`config.mk`:
```
export PLATFORM = sky130hd
export DESIGN_NAME = hc595_frame_arbiter
export DESIGN_NICKNAME = d
export VERILOG_FILES = /design/src/rtl/hc595_pkg.sv /design/src/rtl/hc595_frame_arbiter_rr_arb2.sv /design/src/rtl/hc595_frame_arbiter.sv
export SDC_FILE = /design/constraint.sdc
export NUM_CORES = 1
export LEC_CHECK = 0
export BUFFER_PORTS_ARGS = -buffer_cell sky130_fd_sc_hd__buf_4
export CAP_MARGIN = 0
export CORE_MARGIN = 5
export CORE_UTILIZATION = 45
export DETAILED_ROUTE_END_ITERATION = 8
export PLACE_DENSITY = 0.8
export SLEW_MARGIN = 40
export SYNTH_ARGS = -nofsm -noshare
export SYNTH_HDL_FRONTEND = slang
export SYNTH_SLANG_ARGS = --single-unit
```
`constraint.sdc`:
```
create_clock -name clk -period 1.6 [get_ports clk]
set_input_delay 0.32 -clock clk [delete_from_list [all_inputs] [get_ports clk]]
set_output_delay 0.32 -clock clk [all_outputs]
set_load 0.1 [all_outputs]
```
`src/rtl/hc595_pkg.sv`:
```
// Shared types and constants for the 74HC595 frame arbiter.
package hc595_pkg;

  typedef enum logic [1:0] {
    IDLE       = 2'd0,
    LOAD       = 2'd1,
    WAIT_START = 2'd2,
    WAIT_DONE  = 2'd3
  } state_t;

  localparam int unsigned DEFAULT_N = 32;
  localparam int unsigned NUM_REQ   = 2;

endpackage

```
`src/rtl/hc595_frame_arbiter_rr_arb2.sv`:
```
// Two-input round-robin arbiter: one-hot grant, ties go to the requester not granted last.
module rr_arb2
  import hc595_pkg::*;
(
  input  logic [NUM_REQ-1:0] req,
  input  logic               last,
  output logic [NUM_REQ-1:0] grant
);

  always_comb begin
    grant = '0;
    case (req)
      2'b01:   grant = 2'b01;
      2'b10:   grant = 2'b10;
      2'b11:   grant = last ? 2'b01 : 2'b10;
      default: grant = '0;
    endcase
  end

endmodule

```
`src/rtl/hc595_frame_arbiter.sv`:
```
// Arbitrates two frame sources onto one shift-register driver chain.
// Optional idle refresh of the last frame: define HC595_FRAME_ARBITER_REFRESH_EN.
module hc595_frame_arbiter
  import hc595_pkg::*;
#(
  parameter int unsigned N              = DEFAULT_N,
  parameter int unsigned REFRESH_CYCLES = 10_000_000,
  parameter int unsigned START_TIMEOUT  = 4
) (
  input  logic               clk,
  input  logic               rst_n,
  input  logic [NUM_REQ-1:0] req,
  input  logic [N-1:0]       frame0,
  input  logic [N-1:0]       frame1,
  output logic [NUM_REQ-1:0] ack,
  input  logic               drv_rdy,
  output logic               drv_en,
  output logic [N-1:0]       drv_data,
  output logic               busy,
  output logic               err_timeout
);

  localparam int unsigned TW = (START_TIMEOUT > 1) ? $clog2(START_TIMEOUT) : 1;

  if (START_TIMEOUT < 1 || REFRESH_CYCLES < 2) begin : g_bad_params
    $error("hc595_frame_arbiter: START_TIMEOUT must be >= 1 and REFRESH_CYCLES >= 2");
  end

  state_t             state_q, state_d;
  logic               last_q;
  logic [NUM_REQ-1:0] grant;
  logic [NUM_REQ-1:0] ack_d;
  logic               drv_en_d;
  logic               load;
  logic               err_set;
  logic [TW-1:0]      timer_q, timer_d;

  rr_arb2 u_arb (
    .req   (req),
    .last  (last_q),
    .grant (grant)
  );

`ifdef HC595_FRAME_ARBITER_REFRESH_EN
  localparam int unsigned RW = $clog2(REFRESH_CYCLES);

  logic [RW-1:0] refresh_q;
  logic          refresh_due;
  logic          refresh_fire;

  // Saturates at the threshold so a refresh blocked by drv_rdy=0 fires as soon as the driver frees up.
  assign refresh_due = (state_q == IDLE) && (req == '0) &&
                       (refresh_q == RW'(REFRESH_CYCLES - 1));

  always_ff @(posedge clk or negedge rst_n) begin
    if (!rst_n) begin
      refresh_q <= '0;
    end else if (load || refresh_fire) begin
      refresh_q <= '0;
    end else if (state_q == IDLE && req == '0 && !refresh_due) begin
      refresh_q <= refresh_q + 1'b1;
    end
  end
`endif

  always_comb begin
    state_d  = state_q;
    ack_d    = '0;
    drv_en_d = 1'b0;
    load     = 1'b0;
    err_set  = 1'b0;
    timer_d  = timer_q;
`ifdef HC595_FRAME_ARBITER_REFRESH_EN
    refresh_fire = 1'b0;
`endif
    case (state_q)
      IDLE: begin
        timer_d = '0;
        if (drv_rdy && (req != '0)) begin
          state_d = LOAD;
          ack_d   = grant;
          load    = 1'b1;
        end
`ifdef HC595_FRAME_ARBITER_REFRESH_EN
        else if (drv_rdy && refresh_due) begin
          state_d      = LOAD;
          refresh_fire = 1'b1;
        end
`endif
      end
      LOAD: begin
        // Load pulse is held off while the driver is busy, so it never follows a drv_rdy=0 cycle.
        if (drv_rdy) begin
          drv_en_d = 1'b1;
          state_d  = WAIT_START;
        end
      end
      WAIT_START: begin
        if (!drv_rdy) begin
          state_d = WAIT_DONE;
        end else if (timer_q == TW'(START_TIMEOUT - 1)) begin
          err_set = 1'b1;
          state_d = IDLE;
        end else begin
          timer_d = timer_q + 1'b1;
        end
      end
      WAIT_DONE: begin
        if (drv_rdy) begin
          state_d = IDLE;
        end
      end
      default: state_d = IDLE;
    endcase
  end

  always_ff @(posedge clk or negedge rst_n) begin
    if (!rst_n) begin
      state_q     <= IDLE;
      ack         <= '0;
      drv_en      <= 1'b0;
      drv_data    <= '0;
      last_q      <= 1'b1;
      timer_q     <= '0;
      err_timeout <= 1'b0;
    end else begin
      state_q <= state_d;
      ack     <= ack_d;
      drv_en  <= drv_en_d;
      timer_q <= timer_d;
      if (load) begin
        drv_data <= grant[1] ? frame1 : frame0;
        last_q   <= grant[1];
      end
      if (err_set) begin
        err_timeout <= 1'b1;
      end
    end
  end

  assign busy = (state_q != IDLE);

endmodule

```
# After elaboration in Yosys (flattened, before gate mapping)
# Index checks and enable logic that the tools add are counted.
[word_totals] ff_bits=41 output_inout_bits=37 elab_cells=49
[classes] add_sub_neg=1 n_eq_ne=13 mux=21 reduce_logical=7
[ops] op="$mux W32" n=1
[ops] op="$mux W2" n=10
[ops] op="$eq A2 B2 Y1 const B" n=5
[ops] op="$ne A2 B2 Y1 const B" n=5
[ops] op="$pmux W2 S4" n=1
[ops] op="$mux W1" n=7
[ops] op="$pmux W2 S3" n=1
[ops] op="$reduce_bool A2 Y1" n=3
[ops] op="$eq A2 B1 Y1 const B" n=2
[ops] op="$pmux W2 S2" n=1
[ops] op="$reduce_and A4 Y1" n=1
[ops] op="$ne A3 B3 Y1 const B" n=1
[ops] op="$reduce_and A3 Y1" n=1
[ops] op="$add A2 B1 Y2 const B" n=1
[ops] op="$logic_not A2 Y1" n=1
[ops] op="$logic_and A1 B1 Y1" n=1

# Logic depth before layout (Yosys ltp)
[depth] word_depth=4 ltp_mapped=4 mapped_depth_nobuf=4

# Hierarchy
# A second synthesis with hierarchy kept.
[hier_totals] hier_cells=138 hier_area_um2=1981.9
[modules_own_cells] mod="hc595_frame_arbiter" n_inst=1 cells_per_inst=135 area_each_um2=1963.1 seq_area_each_um2=1027.2
[modules_own_cells] mod="rr_arb2" n_inst=1 cells_per_inst=3 area_each_um2=18.8 seq_area_each_um2=0.0

# Worst setup path after synthesis
# Ideal clock, no wire load.
[synth_path] kind="register to register" start="register last_q" end="register drv_data[16]" setup_time_ns=0.125 arrival_time_ns=1.368 required_time_ns=1.475 setup_slack_ns=0.107 path_stages_with_launch=5 n_path_buf=1 path_cell_list="dfstp_2 -> a21boi_4 -> clkbuf_8 -> mux2_2 -> mux2_2"
[synth_between] elab_chain_len=3
[synth_rtl] element="from (decl)" line="hc595_frame_arbiter.sv:30" text="logic last_q;"
[synth_rtl] element="from (signal assigned)" line="hc595_frame_arbiter.sv:133" text="last_q <= grant[1];"
[synth_rtl] element="$mux W2" line="hc595_frame_arbiter_rr_arb2.sv:15" text="2'b11: grant = last ? 2'b01 : 2'b10;"
[synth_rtl] element="$pmux W2 S3" line="hc595_frame_arbiter_rr_arb2.sv:12" text="case (req)"
[synth_rtl] element="$mux W32" line="hc595_frame_arbiter.sv:132" text="drv_data <= grant[1] ? frame1 : frame0;"
[synth_rtl] element="to (signal assigned)" line="hc595_frame_arbiter.sv:132"
[synth_rtl] element="to (decl)" line="hc595_frame_arbiter.sv:18" text="output logic [N-1:0] drv_data,"
# No other way between the ends.
# A chain may end at the register's enable or synchronous reset.

# Final worst setup path
[layout_path] start="register last_q" end="register drv_data[31]"
# The elaborated chain is that of the path after synthesis.

==> results.py <==
metrics = {
    "global_route": {
        "grt-ovfl-total": 0,
        "first_global_vias": 1726,
        "grt_pass1_wl_um": 7980,
        "antenna_found_initial": 0,
        "track_usage_pct": 16.7,
        "grt_max_degree": 42,
    },
    "finish": {
        "nets": 319,
        "layout-drive-gt1-share_pct": 74.4,
        "antenna-diode-count": 0,
        "postLayoutCoreUtil_pct": 69.6,
        "syn2layout_area_growth_pct": 49.8,
        "instances_no_fill": 302,
    },
    "clocking": {
        "clock_sinks": 41,
        "cts_buffers": 5,
        "cts_setup_buffers": 0,
        "cts_tree": "yes",
        "clk_latency_ns": 0.29,
        "ctsLongestPathBuffers": 2,
        "clk_pin_slew_ns": 0.08,
        "cts_resized": 0,
        "cts_root_buf": "clkbuf_8",
        "cts.hold.buffers_added": 0,
        "cts.htree.levels": 2,
    },
    "logic_synthesis": {
        "ys_ff_latch": 41,
        "synth.avg_cell_area_sq_um": 14.9,
        "synth_xor_area_share_pct": 0,
        "netlist_area_sq_mm": 0.00202,
        "syn_nets": 206,
        "synth-adder-area-share_pct": 0.618,
        "synth_top_family_by_area": "multiplexers",
        "syn_inst": 136,
        "synthMuxAreaShare_pct": 37.2,
        "yosysWarnings": 0,
        "synth_compound_area_share_pct": 3.77,
        "synthSimpleGateAreaFrac_pct": 3.21,
        "ys_seq_area_share_pct": 50.7,
        "synth.distinct_cells": 27,
    },
    "critical_path": {
        "arrival_ns": 1.73,
        "crit_path_end": "drv_data[31]$_DFFE_PN0P_",
        "required_ns": 1.78,
        "r2r_end": "drv_data[31]$_DFFE_PN0P_",
        "path_cells": "a21boi_4, buf_12, mux2_2, mux2_2",
        "start_kind": "register",
        "reg2reg_setup_slack_ns": 0.05,
        "endpoint_kind": "register",
        "max_stage_delay_ns": 0.39,
        "crit_path_start": "last_q$_DFFE_PN1P_",
        "cp.depth": 4,
        "critPathTopFamily": "multiplexers",
        "worstPathMaxFanout": 17,
        "worstReg2RegStart": "last_q$_DFFE_PN1P_",
        "critical_path_class": "reg2reg",
        "cp_slowest_cell": "dfstp_2",
        "worstRegToRegCells": 4,
        "cp_common_cell": "mux2_2",
        "path_buf_inv": 1,
    },
    "floorplan": {
        "fp.dieH_um": 77.1,
        "fp.dieW_um": 77.1,
        "io_pins": 106,
        "dieArea_sq_mm": 0.00594,
        "core_area_sq_mm": 0.00435,
        "initial_core_util_pct": 46.5,
        "rows": 24,
    },
    "detailed_routing": {
        "route.detailed.drc": 0,
        "wirelength_um": 4720,
        "antenna_left": 0,
        "dr_total_vias": 1523,
        "first_pass_iters": 4,
        "first_iter_violations": 23,
        "via_per_inst": 5.04,
        "wire_per_inst_um": 15.6,
    },
    "sta": {
        "setup_viol": 0,
        "hold_violations": 4,
        "min_period_over_period_pct": 96.8,
        "fin_crit_ns": 1.55,
        "slew_headroom_pct": 66.0,
        "holdWs_ns": -0.00271,
        "worst_pin_slew_ns": 0.510,
        "skew_ns": 0.00529,
        "fmax_mhz": 646,
        "slew_viol_final": 0,
        "setup_tns_ns": 0,
        "rsz0062_at_grt": "no",
    },
    "placed_design": {
        "dpl.hpwl_um": 3670,
        "place_inst": 294,
        "gp_congestion": 0.748,
        "io_buffers": 105,
    },
    "worst_hold_path": {
        "holdCritPathClass": "in2async",
    },
    "status": {
        "status": "finished with violations",
        "violations": "hold timing",
    },
    "flow_run": {
        "cap_viol_max_count": 0,
    },
}
[sequential cells by signal, indices dropped and copies added (netlist names)]
register / flops
timer_q: 2
ack: 2
err_timeout: 1
drv_data: 32
state_q: 2
drv_en: 1
last_q: 1
[placed cells by master (no fill, tap or decap), types with 2 or more instances in the layout]
cell type,instances
mux2_1,4
o21ai_0,2
buf_4,107
buf_12,4
inv_1,4
dfrtp_1,40
mux2_4,3
clkbuf_8,6
mux2_2,58
[synth_stat cells]
cell	number	area [sq um]
a21boi_4	1	18.8
a21o_1	1	7.51
a22oi_1	1	7.51
a41o_1	1	10.0
and2_1	1	6.26
and3_1	1	6.26
and3_2	1	7.51
buf_6	3	33.8
clkbuf_8	3	41.3
dfrtp_1	40	1000
dfstp_2	1	26.3
ha_1	1	12.5
inv_1	4	15.0
mux2_1	4	45.0
mux2_2	58	653
mux2_4	3	45.0
mux2i_1	1	10.0
nand2_1	1	3.75
nand2b_1	1	6.26
nor2_1	1	3.75
nor3_4	1	16.3
nor3b_1	1	7.51
o21ai_0	2	10.0
o21ai_2	1	8.76
o21bai_1	1	7.51
o22ai_1	1	6.26
or2b_1	1	7.51
[worst min-delay path by stage]
stage          startpoint                       end  depth (start not counted)
3_5_place_dp        rst_n   drv_data[5]$_DFFE_PN0P_                          1
3_3_place_gp        rst_n   drv_data[9]$_DFFE_PN0P_                          1
5_1_grt             rst_n    state_q[0]$_DFFE_PN0P_                          1
2_1_floorplan       rst_n          ack[0]$_DFF_PN0_                          0
4_1_cts             rst_n  drv_data[22]$_DFFE_PN0P_                          1
6_report            rst_n   drv_data[8]$_DFFE_PN0P_                          1
[cell families (layout without fill, tap and decap cells)]
| kind of cell | after synthesis | after routing |
|---|---|---|
| AND/OR/NAND/NOR | 9 | 9 |
| multiplexers | 66 | 66 |
| AO/OA/AOI/OAI | 9 | 9 |
| flip-flops | 41 | 41 |
| buffers and inverters | 10 | 124 |
| adder cells (fa/ha/maj) | 1 | 1 |
[layout make-up]
cell class | instances | area (sq um)
Sequential cell | 41 | 1030
Fill cell | 323 | 1320
Multi-Input combinational cell | 85 | 910
Clock inverter | 1 | 30.0
Timing Repair Buffer | 112 | 898
Tap cell | 52 | 65.1
Inverter | 4 | 15.0
Clock buffer | 7 | 86.3
[routing by layer]
| layer | part of all wire, % | vias to the layer above | routed length, um | global-route usage, % |
|---|---|---|---|---|
| li1 | - | 714 | - | - |
| met1 | 37 | 722 | 1760 | 18.3 |
| met2 | 50 | 81 | 2350 | 28.0 |
| met3 | 12 | 6 | 560 | 8.20 |
| met4 | 1.1 | 0 | 51 | 5.67 |
| met5 | 0 | - | 0 | 0 |
[worst reg2reg max path: stages (launching register included)]
cell and delay (ns):
dfstp_2 0.39, a21boi_4 0.23, buf_12 0.20, mux2_2 0.36, mux2_2 0.27
[per-stage QoR]
| stage | setup slack (ns) | instance area (sq um) |
|---|---|---|
| 2_1_floorplan | 0.107 | 2020 |
| 3_3_place_gp | 0.0119 | 2910 |
| 3_5_place_dp | -0.0288 | 2910 |
| 4_1_cts | 0.00140 | 3020 |
| 5_1_grt | 0.0127 | 3030 |
| 6_report | 0.0516 | 3030 |
Power is not shown: default switching activity piles up to over one toggle a cycle in this logic, so the estimate is an artifact.
